==> src/rtl/pacman_mover.sv <==
// pacman_mover: tile-level Pac-Man movement controller.
// Probes the wall memory for the buffered turn, then the current heading, then steps.
module pacman_mover #(
    parameter int MAP_W           = 40,
    parameter int MAP_H           = 30,
    parameter int START_X         = 19,
    parameter int START_Y         = 22,
    parameter int FRAMES_PER_STEP = 8
) (
    input  logic        Clk,
    input  logic        Reset,
    input  logic        frame_tick,
    input  logic [7:0]  keycode,
    input  logic        wall_in,
    output logic [10:0] query_pos,
    output logic [5:0]  pac_x,
    output logic [4:0]  pac_y,
    output logic [10:0] pac_pos,
    output logic [1:0]  dir,
    output logic        moving,
    output logic        move_done
);

    localparam int FW = (FRAMES_PER_STEP > 1) ? $clog2(FRAMES_PER_STEP) : 1;
    localparam logic [FW-1:0] FLAST = FW'(FRAMES_PER_STEP - 1);
    localparam logic [5:0] XMAX = 6'(MAP_W - 1);
    localparam logic [4:0] YMAX = 5'(MAP_H - 1);
    localparam logic [5:0] SX = 6'(START_X);
    localparam logic [4:0] SY = 5'(START_Y);
    localparam logic [10:0] SPOS = 11'(START_Y * MAP_W + START_X);

    localparam logic [1:0] D_UP    = 2'b00;
    localparam logic [1:0] D_RIGHT = 2'b01;
    localparam logic [1:0] D_DOWN  = 2'b10;
    localparam logic [1:0] D_LEFT  = 2'b11;

    typedef enum logic [2:0] {IDLE, QD, CD, QC, CC} state_t;

    typedef struct packed {
        logic       blk;
        logic [5:0] x;
        logic [4:0] y;
    } tile_t;

    state_t      state_q, state_d;
    logic [1:0]  want_q, want_d;
    logic [FW-1:0] fcnt_q, fcnt_d;
    logic        step_req_q, step_req_d;
    logic        consume;
    logic [5:0]  x_q, x_d;
    logic [4:0]  y_q, y_d;
    logic [10:0] pos_q, pos_d;
    logic [1:0]  dir_q, dir_d;
    logic        moving_q, moving_d;
    logic        done_q, done_d;
    logic [10:0] qpos_q, qpos_d;
    logic        qblk_q, qblk_d;
    logic [5:0]  tx_q, tx_d;
    logic [4:0]  ty_q, ty_d;
    logic [1:0]  tdir_q, tdir_d;
    tile_t       nw, nd;

    // y*40 + x as shifts; fits 11 bits for every legal tile
    function automatic logic [10:0] idx(input logic [5:0] x, input logic [4:0] y);
        logic [10:0] yy;
        yy = {6'b0, y};
        return (yy << 5) + (yy << 3) + {5'b0, x};
    endfunction

    // Neighbour tile with horizontal tunnel wrap and hard top/bottom edges
    function automatic tile_t nbr(input logic [5:0] x, input logic [4:0] y,
                                  input logic [1:0] d);
        tile_t t;
        t.blk = 1'b0;
        t.x   = x;
        t.y   = y;
        case (d)
            D_UP: begin
                if (y == 5'd0) t.blk = 1'b1;
                else t.y = y - 5'd1;
            end
            D_RIGHT: t.x = (x == XMAX) ? 6'd0 : x + 6'd1;
            D_DOWN: begin
                if (y == YMAX) t.blk = 1'b1;
                else t.y = y + 5'd1;
            end
            default: t.x = (x == 6'd0) ? XMAX : x - 6'd1;
        endcase
        return t;
    endfunction

    // Keyboard decode: buffer the latest direction key
    always_comb begin
        want_d = want_q;
        case (keycode)
            8'h1A:   want_d = D_UP;
            8'h07:   want_d = D_RIGHT;
            8'h16:   want_d = D_DOWN;
            8'h04:   want_d = D_LEFT;
            default: want_d = want_q;
        endcase
    end

    // Frame divider; a wrap tick wins over consumption so no step is lost
    always_comb begin
        fcnt_d     = fcnt_q;
        step_req_d = step_req_q;
        if (consume) step_req_d = 1'b0;
        if (frame_tick) begin
            if (fcnt_q == FLAST) begin
                fcnt_d     = '0;
                step_req_d = 1'b1;
            end else begin
                fcnt_d = fcnt_q + 1'b1;
            end
        end
    end

    // Step evaluation FSM: probe wanted tile, fall back to current heading
    always_comb begin
        state_d  = state_q;
        consume  = 1'b0;
        x_d      = x_q;
        y_d      = y_q;
        pos_d    = pos_q;
        dir_d    = dir_q;
        moving_d = moving_q;
        done_d   = 1'b0;
        qpos_d   = qpos_q;
        qblk_d   = qblk_q;
        tx_d     = tx_q;
        ty_d     = ty_q;
        tdir_d   = tdir_q;
        nw       = nbr(x_q, y_q, want_q);
        nd       = nbr(x_q, y_q, dir_q);
        case (state_q)
            IDLE: begin
                if (step_req_q) begin
                    consume = 1'b1;
                    qblk_d  = nw.blk;
                    tx_d    = nw.x;
                    ty_d    = nw.y;
                    tdir_d  = want_q;
                    qpos_d  = nw.blk ? pos_q : idx(nw.x, nw.y);
                    state_d = QD;
                end
            end
            QD: state_d = CD;
            CD: begin
                if (!qblk_q && !wall_in) begin
                    x_d      = tx_q;
                    y_d      = ty_q;
                    pos_d    = qpos_q;
                    dir_d    = tdir_q;
                    moving_d = 1'b1;
                    done_d   = 1'b1;
                    state_d  = IDLE;
                end else begin
                    qblk_d  = nd.blk;
                    tx_d    = nd.x;
                    ty_d    = nd.y;
                    tdir_d  = dir_q;
                    qpos_d  = nd.blk ? pos_q : idx(nd.x, nd.y);
                    state_d = QC;
                end
            end
            QC: state_d = CC;
            CC: begin
                if (!qblk_q && !wall_in) begin
                    x_d      = tx_q;
                    y_d      = ty_q;
                    pos_d    = qpos_q;
                    moving_d = 1'b1;
                end else begin
                    moving_d = 1'b0;
                end
                done_d  = 1'b1;
                state_d = IDLE;
            end
            default: state_d = IDLE;
        endcase
    end

    // State and datapath registers
    always_ff @(posedge Clk or posedge Reset) begin
        if (Reset) begin
            state_q    <= IDLE;
            want_q     <= D_LEFT;
            fcnt_q     <= '0;
            step_req_q <= 1'b0;
            x_q        <= SX;
            y_q        <= SY;
            pos_q      <= SPOS;
            dir_q      <= D_LEFT;
            moving_q   <= 1'b0;
            done_q     <= 1'b0;
            qpos_q     <= '0;
            qblk_q     <= 1'b0;
            tx_q       <= SX;
            ty_q       <= SY;
            tdir_q     <= D_LEFT;
        end else begin
            state_q    <= state_d;
            want_q     <= want_d;
            fcnt_q     <= fcnt_d;
            step_req_q <= step_req_d;
            x_q        <= x_d;
            y_q        <= y_d;
            pos_q      <= pos_d;
            dir_q      <= dir_d;
            moving_q   <= moving_d;
            done_q     <= done_d;
            qpos_q     <= qpos_d;
            qblk_q     <= qblk_d;
            tx_q       <= tx_d;
            ty_q       <= ty_d;
            tdir_q     <= tdir_d;
        end
    end

    assign query_pos = qpos_q;
    assign pac_x     = x_q;
    assign pac_y     = y_q;
    assign pac_pos   = pos_q;
    assign dir       = dir_q;
    assign moving    = moving_q;
    assign move_done = done_q;

endmodule

==> config.mk <==
export PLATFORM = sky130hd
export DESIGN_NAME = pacman_mover
export DESIGN_NICKNAME = d
export VERILOG_FILES = /design/src/rtl/pacman_mover.sv
export SDC_FILE = /design/constraint.sdc
export NUM_CORES = 1
export LEC_CHECK = 0
export CAP_MARGIN = 30
export CORE_MARGIN = 2
export CORE_UTILIZATION = 30
export CTS_CLUSTER_DIAMETER = 150
export DETAILED_ROUTE_END_ITERATION = 16
export GPL_ROUTABILITY_DRIVEN = 0
export GPL_TIMING_DRIVEN = 0
export HOLD_SLACK_MARGIN = 0.15
export PLACE_DENSITY_LB_ADDON = 0.1
export SLEW_MARGIN = 20
export SYNTH_ARGS = -nofsm -noshare
export SYNTH_HDL_FRONTEND = slang
export SYNTH_SLANG_ARGS = --single-unit
==> constraint.sdc <==
create_clock -name Clk -period 3.55 [get_ports Clk]
set_clock_uncertainty 0.2 [all_clocks]
set_input_delay 0.5325 -clock Clk [delete_from_list [all_inputs] [get_ports Clk]]
set_output_delay 0.5325 -clock Clk [all_outputs]
set_load 0.02 [all_outputs]
# Word level (Yosys, flattened, before mapping)
# Index checks and enable logic that the tools add are counted.
[totals] ff_bits=60 in_bits=12
[classes] addsub=9 eq_ne=18 n_mux=43 reduce_logical=18
[op_table] op="$mux 11" n=4
[op_table] op="$pmux 6 s2" n=3
[op_table] op="$pmux 5 s2" n=3
[op_table] op="$mux 6" n=4
[op_table] op="$add 10x8->11" n=2
[op_table] op="$add 11x6->11" n=2
[op_table] op="$pmux 11 s2" n=1
[op_table] op="$mux 5" n=4
[op_table] op="$eq 8x3->1 const B" n=2
[op_table] op="$eq 8x5->1 const B" n=2
[op_table] op="$pmux 3 s4" n=1
[op_table] op="$mux 1" n=11
[op_table] op="$pmux 1 s2" n=5
[op_table] op="$pmux 2 s4" n=1
[op_table] op="$add 6x1->6 const B" n=1
[op_table] op="$eq 3x2->1 const B" n=2
[op_table] op="$eq 3x3->1 const B" n=2
[op_table] op="$eq 6x6->1 const B" n=1
[op_table] op="$logic_not 6->1" n=1
[op_table] op="$mux 2" n=3
[op_table] op="$mux 3" n=2
[op_table] op="$ne 2x2->1 const B" n=3
[op_table] op="$reduce_and 2->1" n=3
[op_table] op="$reduce_or 2->1" n=3
[op_table] op="17 further kinds" n=22

# Longest topological paths before layout
# Gate-level depths: netlist of run 1.
[logic_depth] word_depth=8 depth_mapped=16 ltp_nobuf=16

# Least setup slack after synthesis of run 1
# OpenSTA, ideal clock, no wires.
[synth_timing] path_type="reg2reg" start="register y_q[1], in the netlist pac_y[1]" end="register qpos_q[8], in the netlist query_pos[8]" setup_ps=129 t_arrival_ps=3486 required_time_ps=3221 slack_ps=-265 path_stages_with_launch=16 n_path_buf=0 path_cell_list="dfstp_2 > inv_1 > ha_1 > and4_4 > mux2_4 > nor2_1 > xnor2_1 > inv_1 > fa_1 > inv_1 > fa_1 > a21o_1 > a21oi_1 > xnor2_1 > a22oi_1 > a31oi_1"
[synth_between] elab_chain_len=8
[synth_lines] item="from (decl)" line="51" rtl="logic [4:0] y_q, y_d;"
[synth_lines] item="from (signal assigned)" line="208" rtl="y_q <= y_d;"
[synth_lines] item="$add 5x1->5, or another cell as far along" line="85" rtl="else t.y = y + 5'd1;"
[synth_lines] item="$mux 5 (on tied branches)" line="84, 79"
[synth_lines] item="$pmux 5 s2" line="77" rtl="case (d)"
[synth_lines] item="$add 10x8->11" line="67" rtl="return (yy << 5) + (yy << 3) + {5'b0, x};"
[synth_lines] item="$add 11x6->11" line="67"
[synth_lines] item="$mux 11 (on tied branches)" line="163, 144"
[synth_lines] item="$mux 11 (on tied branches)" line="150, 138"
[synth_lines] item="$pmux 11 s2 *" line="136" rtl="case (state_q)"
[synth_lines] item="to (signal assigned)" line="213" rtl="qpos_q <= qpos_d;"
[synth_lines] item="to (decl)" line="56" rtl="logic [10:0] qpos_q, qpos_d;"
# Every way passes the cells marked *; elsewhere a longest branch is shown, timed or not. The select of a mux whose other input is x is not followed.
# A chain may end at the register's enable or synchronous reset.

# Final worst setup path of run 1
# Ends and elaborated chain as after synthesis.

==> results of run 1 <==
## cell families after synthesis
family                   after synthesis  share of synthesized area
XOR/XNOR                              17                     0.0349
flip-flops                            60                      0.359
AO/OA/AOI/OAI                        127                      0.199
multiplexers                          43                      0.112
adder cells (fa/ha/maj)               29                     0.0903
AND/OR/NAND/NOR                      121                      0.146
buffers and inverters                 46                     0.0589
## flip-flops by register name, summed over array words and instances, names as in the netlist
register and count:
tdir_q 2, tx_q 6, fcnt_q 3, step_req_q 1, query_pos 11, pac_y 5, pac_pos 11, dir 2
state_q 3, qblk_q 1, moving 1, move_done 1, want_q 2, pac_x 6, ty_q 5
## layout make-up
cell class / count / area (um2) / share of cell area
Tap cell: 180 / 225 / 0.0390
Inverter: 19 / 93.8 / 0.0163
Buffer: 24 / 165 / 0.0286
Clock inverter: 4 / 72.6 / 0.0126
Clock buffer: 12 / 246 / 0.0427
Sequential cell: 60 / 1530 / 0.265
Multi-Input combinational cell: 337 / 2720 / 0.472
Timing Repair Buffer: 77 / 714 / 0.124
## through the flow
step                      instance area [um2]  utilization  setup slack, ns  TNS [ns]  cells
final                                    5770        0.416           -0.133    -0.298    713
after global routing                     5770        0.416           -0.281    -0.875    713
after CTS                                5680        0.410           -0.111    -0.287    710
after detailed placement                 5040        0.363           -0.497     -2.11    672
after global placement                   5020        0.362           -0.528     -2.30    671
after floorplan                          4310            -          -0.0187   -0.0187    443
## final timing paths
| check | endpoint | slack (ns) | depth (start not counted) |
|---|---|---|---|
| max | query_pos[8] | -0.13 | 15 |
| min | pac_y[1] | 0.29 | 2 |
| max reg2reg | query_pos[8] | -0.13 | 15 |
| min reg2reg | pac_y[1] | 0.29 | 2 |
| max in group asynchronous | pac_x[0] | 2.28 | 3 |
| min in group asynchronous | pac_pos[4] | 0.30 | 2 |
## critical path: cells and delay by family (launching register included)
family	cells	cell delay, ns
simple gates	2	0.34
flops	1	0.59
xor+xnor	2	0.25
compound gates	4	0.65
fa+ha+maj	3	1.02
mux	1	0.29
buf+inv	3	0.20
## metal layers
metal | routed length [um] | GRT usage
met1 | 6010 | 0.250
met2 | 6010 | 0.287
met3 | 644 | 0.0411
met4 | 269 | 0.0732
met5 | 0 | 0
## layout by cell type (no fill, tap or decap), types with 6 or more instances in the layout
master	count
inv_1	12
xnor2_1	9
nor2b_1	7
dfrtp_1	36
a31oi_1	16
nor2_1	36
o21ai_0	16
nand2_1	32
mux2_2	33
a21oi_1	25
ha_1	18
nor3_1	9
mux2i_1	8
buf_4	33
clkbuf_16	9
clkdlybuf4s50_1	48
buf_6	6
dfstp_2	23
a22oi_1	6
a21oi_2	6
## timing repair
| item | CTS | global route |
|---|---|---|
| hold buffers | 0 | 0 |
| gates resized for setup | 38 | 13 |
| pin swaps | 19 | 16 |
| endpoints found under the setup margin | 6 | 6 |
| cloned | 0 | 0 |
| setup buffers | 24 | 7 |
==> results.toml, run 1 <==
[status]
status = "complete, but fails checks"
violations = "setup timing"

[critical_path]
arrival_ns = 3.70
cp_cell_sequence = "inv_4, ha_4, and4_4, mux2_4, nor2_4, xnor2_2, inv_1, fa_1, inv_2, fa_2, a21o_1, a21oi_2, xnor2_1, a22oi_2, a31oi_1"
startpoint = "pac_y[1]"
reg2reg_from = "pac_y[1]"
crit_type = "flop to flop"
crit_path_max_incr_delay_ns = 0.59
critPathSlowestCell = "dfstp_2"
critPathCaptureType = "flop"
cp-start-kind = "flop"
cp_data_required_time_ns = 3.56
worst-path-max-fanout = 4

[global_routing]
antenna_found_initial = 0
grt_max_degree = 40
grtUsageTotal = 0.185
grt_pass1_vias = 3784
grt-ovfl-total = 0
grt_first_pass_wirelength_um = 20900

[placed_design]
dp_hpwl_um = 9040
io_buffers = 48

[synthesis]
synth_ff_type = "dfrtp_1"
yosys_warnings = 0
synth-async-reset-ratio = 1.00
synthDistinctLibCells = 66
yosysSeqAreaShare = 0.359
synth_top_area_frac = 0.217
ys_seq_elements = 60
syn-num-nets = 484
netlist_instances = 443
synthTopCellsByArea = "dfrtp_1 22%, dfstp_2 14%, mux2_2 8.7%"
synth_area_per_cell_um2 = 9.63
synth_area_um2 = 4270
yosys.area.top_type = "dfrtp_1"
synth_edf_count = 0
synth.cells.most_frequent = "37 x dfrtp_1, 37 x nor2_1, 33 x mux2_2"

[final_layout]
syn2layout_area_growth_pct = 35.3
drive_above_1_share = 0.334
nFillCells = 1374
nNetsFinal = 569
diodes = 0

[floorplan]
die_height_um = 123
die_area_um2 = 15200
die_width_um = 123
core.rowCount = 43
initial_core_util = 0.307
coreArea_um2 = 13900
io_pins = 49

[sta]
hold_viol = 0
maxSlewViolCount = 0
worst_slew_pin_slew_ns = 0.757
min_period_over_period = 1.04
slew_headroom = 0.492
setup_viol = 3
timing.hold.ws_ns = 0.294
grt_setup_unrepaired = "yes"
fmax_mhz = 272
setup_ws_ns = -0.133
fin_crit_ns = 3.68

[worst_hold_path]
hp-class = "flop to flop"
hold_start = "ty_q[1]"

[route]
via_per_inst = 5.18
vias = 3692
route.detailed.drc = 0
wirelength_um = 12900
drt-wirelength-per-cell_um = 18.1
antenna_left = 0
dr.pass1.iters = 4
drt_iter0_drc = 171

[clock_tree]
clkSlewWorstSetupHoldPaths_ns = 0.05
cts_max_level = 3
clock_path_buffers = 2
clock_sinks = 60
cts_buffers = 9
clk_latency_ns = 0.34
cts-root-buf = "clkbuf_16"
cts_tree = "yes"

[flow_run]
cap_violations = 0
Power of run 1 is left out: the tool's default activity adds up to more than one toggle a clock period on the data nets, which glitch-free logic cannot reach.
==> run 2, diff against run 1 <==
--- a/config.mk
+++ b/config.mk
@@ -14,6 +14,7 @@
 export GPL_TIMING_DRIVEN = 0
 export HOLD_SLACK_MARGIN = 0.15
 export PLACE_DENSITY_LB_ADDON = 0.1
+export SKIP_CTS_REPAIR_TIMING = 1
 export SLEW_MARGIN = 20
 export SYNTH_ARGS = -nofsm -noshare
 export SYNTH_HDL_FRONTEND = slang
==> run 2 against run 1 <==
  * The flow still finishes with violations (setup timing)
  * Fmax shrank 2.5%
  * Cell count shrank 1.4%
  * Critical path depth grew 1
  * Hold slack is essentially flat
  * Register-to-register slack lost 0.096 ns
  * Sequential share of layout area grew 0.50 points
  * Wire length shrank 1.4%
  * Final area shrank 1.9%
==> results.toml, run 2 (synthesized netlist as in run 1, its figures left out) <==
[status]
status = "complete, but fails checks"
violations = "setup timing"

[sta]
slew_headroom = 0.560
hold_viol = 0
fin_crit_ns = 3.78
maxSlewViolCount = 0
worst_slew_pin_slew_ns = 0.655
setup_viol = 3
grt_setup_unrepaired = "yes"
setup_ws_ns = -0.229
timing.hold.ws_ns = 0.295
min_period_over_period = 1.06
fmax_mhz = 265

[final_layout]
fin_util = 0.408
stdcell_count = 703
diodes = 0
final_cell_mix = "48 x clkdlybuf4s50_1, 36 x nor2_1, 36 x dfrtp_1, 33 x mux2_2, 32 x nand2_1"
nNetsFinal = 559
drive_above_1_share = 0.317
syn2layout_area_growth_pct = 32.8
layout_commonest_cell = "clkdlybuf4s50_1"

[route]
wirelength_um = 12800
route.detailed.drc = 0
antenna_left = 0
drt_iter0_drc = 192
via_per_inst = 5.21
vias = 3666
dr.pass1.iters = 4
drt-wirelength-per-cell_um = 18.1

[global_routing]
grtUsageTotal = 0.177
grt-ovfl-total = 0
antenna_found_initial = 0
grt_pass1_vias = 3611
grt_first_pass_wirelength_um = 20000
grt_max_degree = 40

[floorplan]
io_pins = 49
die_height_um = 123
initial_core_util = 0.307
die_width_um = 123
coreArea_um2 = 13900
die_area_um2 = 15200
core.rowCount = 43

[placed_design]
dp_hpwl_um = 9040
place_inst = 672
dp_slack_ns = -0.497
io_buffers = 48

[clock_tree]
cts_max_level = 3
clock_path_buffers = 2
cts-root-buf = "clkbuf_16"
clkSlewWorstSetupHoldPaths_ns = 0.05
clk_latency_ns = 0.35
cts_tree = "yes"
clock_sinks = 60
cts_buffers = 9

[worst_hold_path]
hp-class = "flop to flop"

[critical_path]
cp_data_required_time_ns = 3.57
critPathCaptureType = "flop"
crit_type = "flop to flop"
arrival_ns = 3.80
worst-path-max-fanout = 4
cp-start-kind = "flop"

[flow_run]
cap_violations = 0
-- run 2: layout make-up --
class                   instances  area (um2)
inverters                      19        93.8
multi-input cells             337        2700
plain buffers                  25         166
fillers                      1367        8220
clock buffers                  12         246
clock inverters                 4        72.6
repair buffers                 66         626
flip-flops and latches         60        1530
well taps                     180         225
-- run 2: path summary, 6_finish.rpt --
| check | slack, ns | endpoint | depth (start not counted) | from |
|---|---|---|---|---|
| min in group asynchronous | 0.30 | query_pos[7] | 2 | Reset |
| max reg2reg | -0.23 | query_pos[10] | 16 | pac_y[1] |
| max in group asynchronous | 2.28 | pac_x[1] | 3 | Reset |
| min | 0.29 | pac_y[1] | 2 | ty_q[1] |
| min reg2reg | 0.29 | pac_y[1] | 2 | ty_q[1] |
| max | -0.23 | query_pos[10] | 16 | pac_y[1] |
-- run 2: critical path, cell delays in order, from the launching register on --
cell	delay [ns]
dfstp_2	0.59
inv_4	0.08
ha_4	0.17
and4_4	0.20
mux2_4	0.29
nor2_4	0.14
xnor2_2	0.13
inv_1	0.08
fa_1	0.52
inv_2	0.06
fa_2	0.35
a21o_1	0.18
a21oi_2	0.21
buf_4	0.14
o21bai_1	0.05
a32oi_1	0.19
a21oi_1	0.08
-- run 2: routing by layer --
metal  vias to the layer above  part of all wire  track usage  wire (um)
li1                       1771                 -            -          -
met1                      1779              0.48        0.248       6090
met2                        90              0.45        0.264       5750
met3                        26             0.042       0.0364        540
met4                         0             0.029       0.0710        374
met5                         -                 0            0          0
-- run 2: through the flow --
| step | instance area (um2) | TNS (ns) |
|---|---|---|
| floorplan | 4310 | -0.0187 |
| global placement | 5020 | -2.30 |
| detailed placement | 5040 | -2.11 |
| CTS | 5360 | -2.21 |
| global route | 5670 | -1.16 |
| finish | 5670 | -0.542 |
Power of run 2 is left out for the same reason.
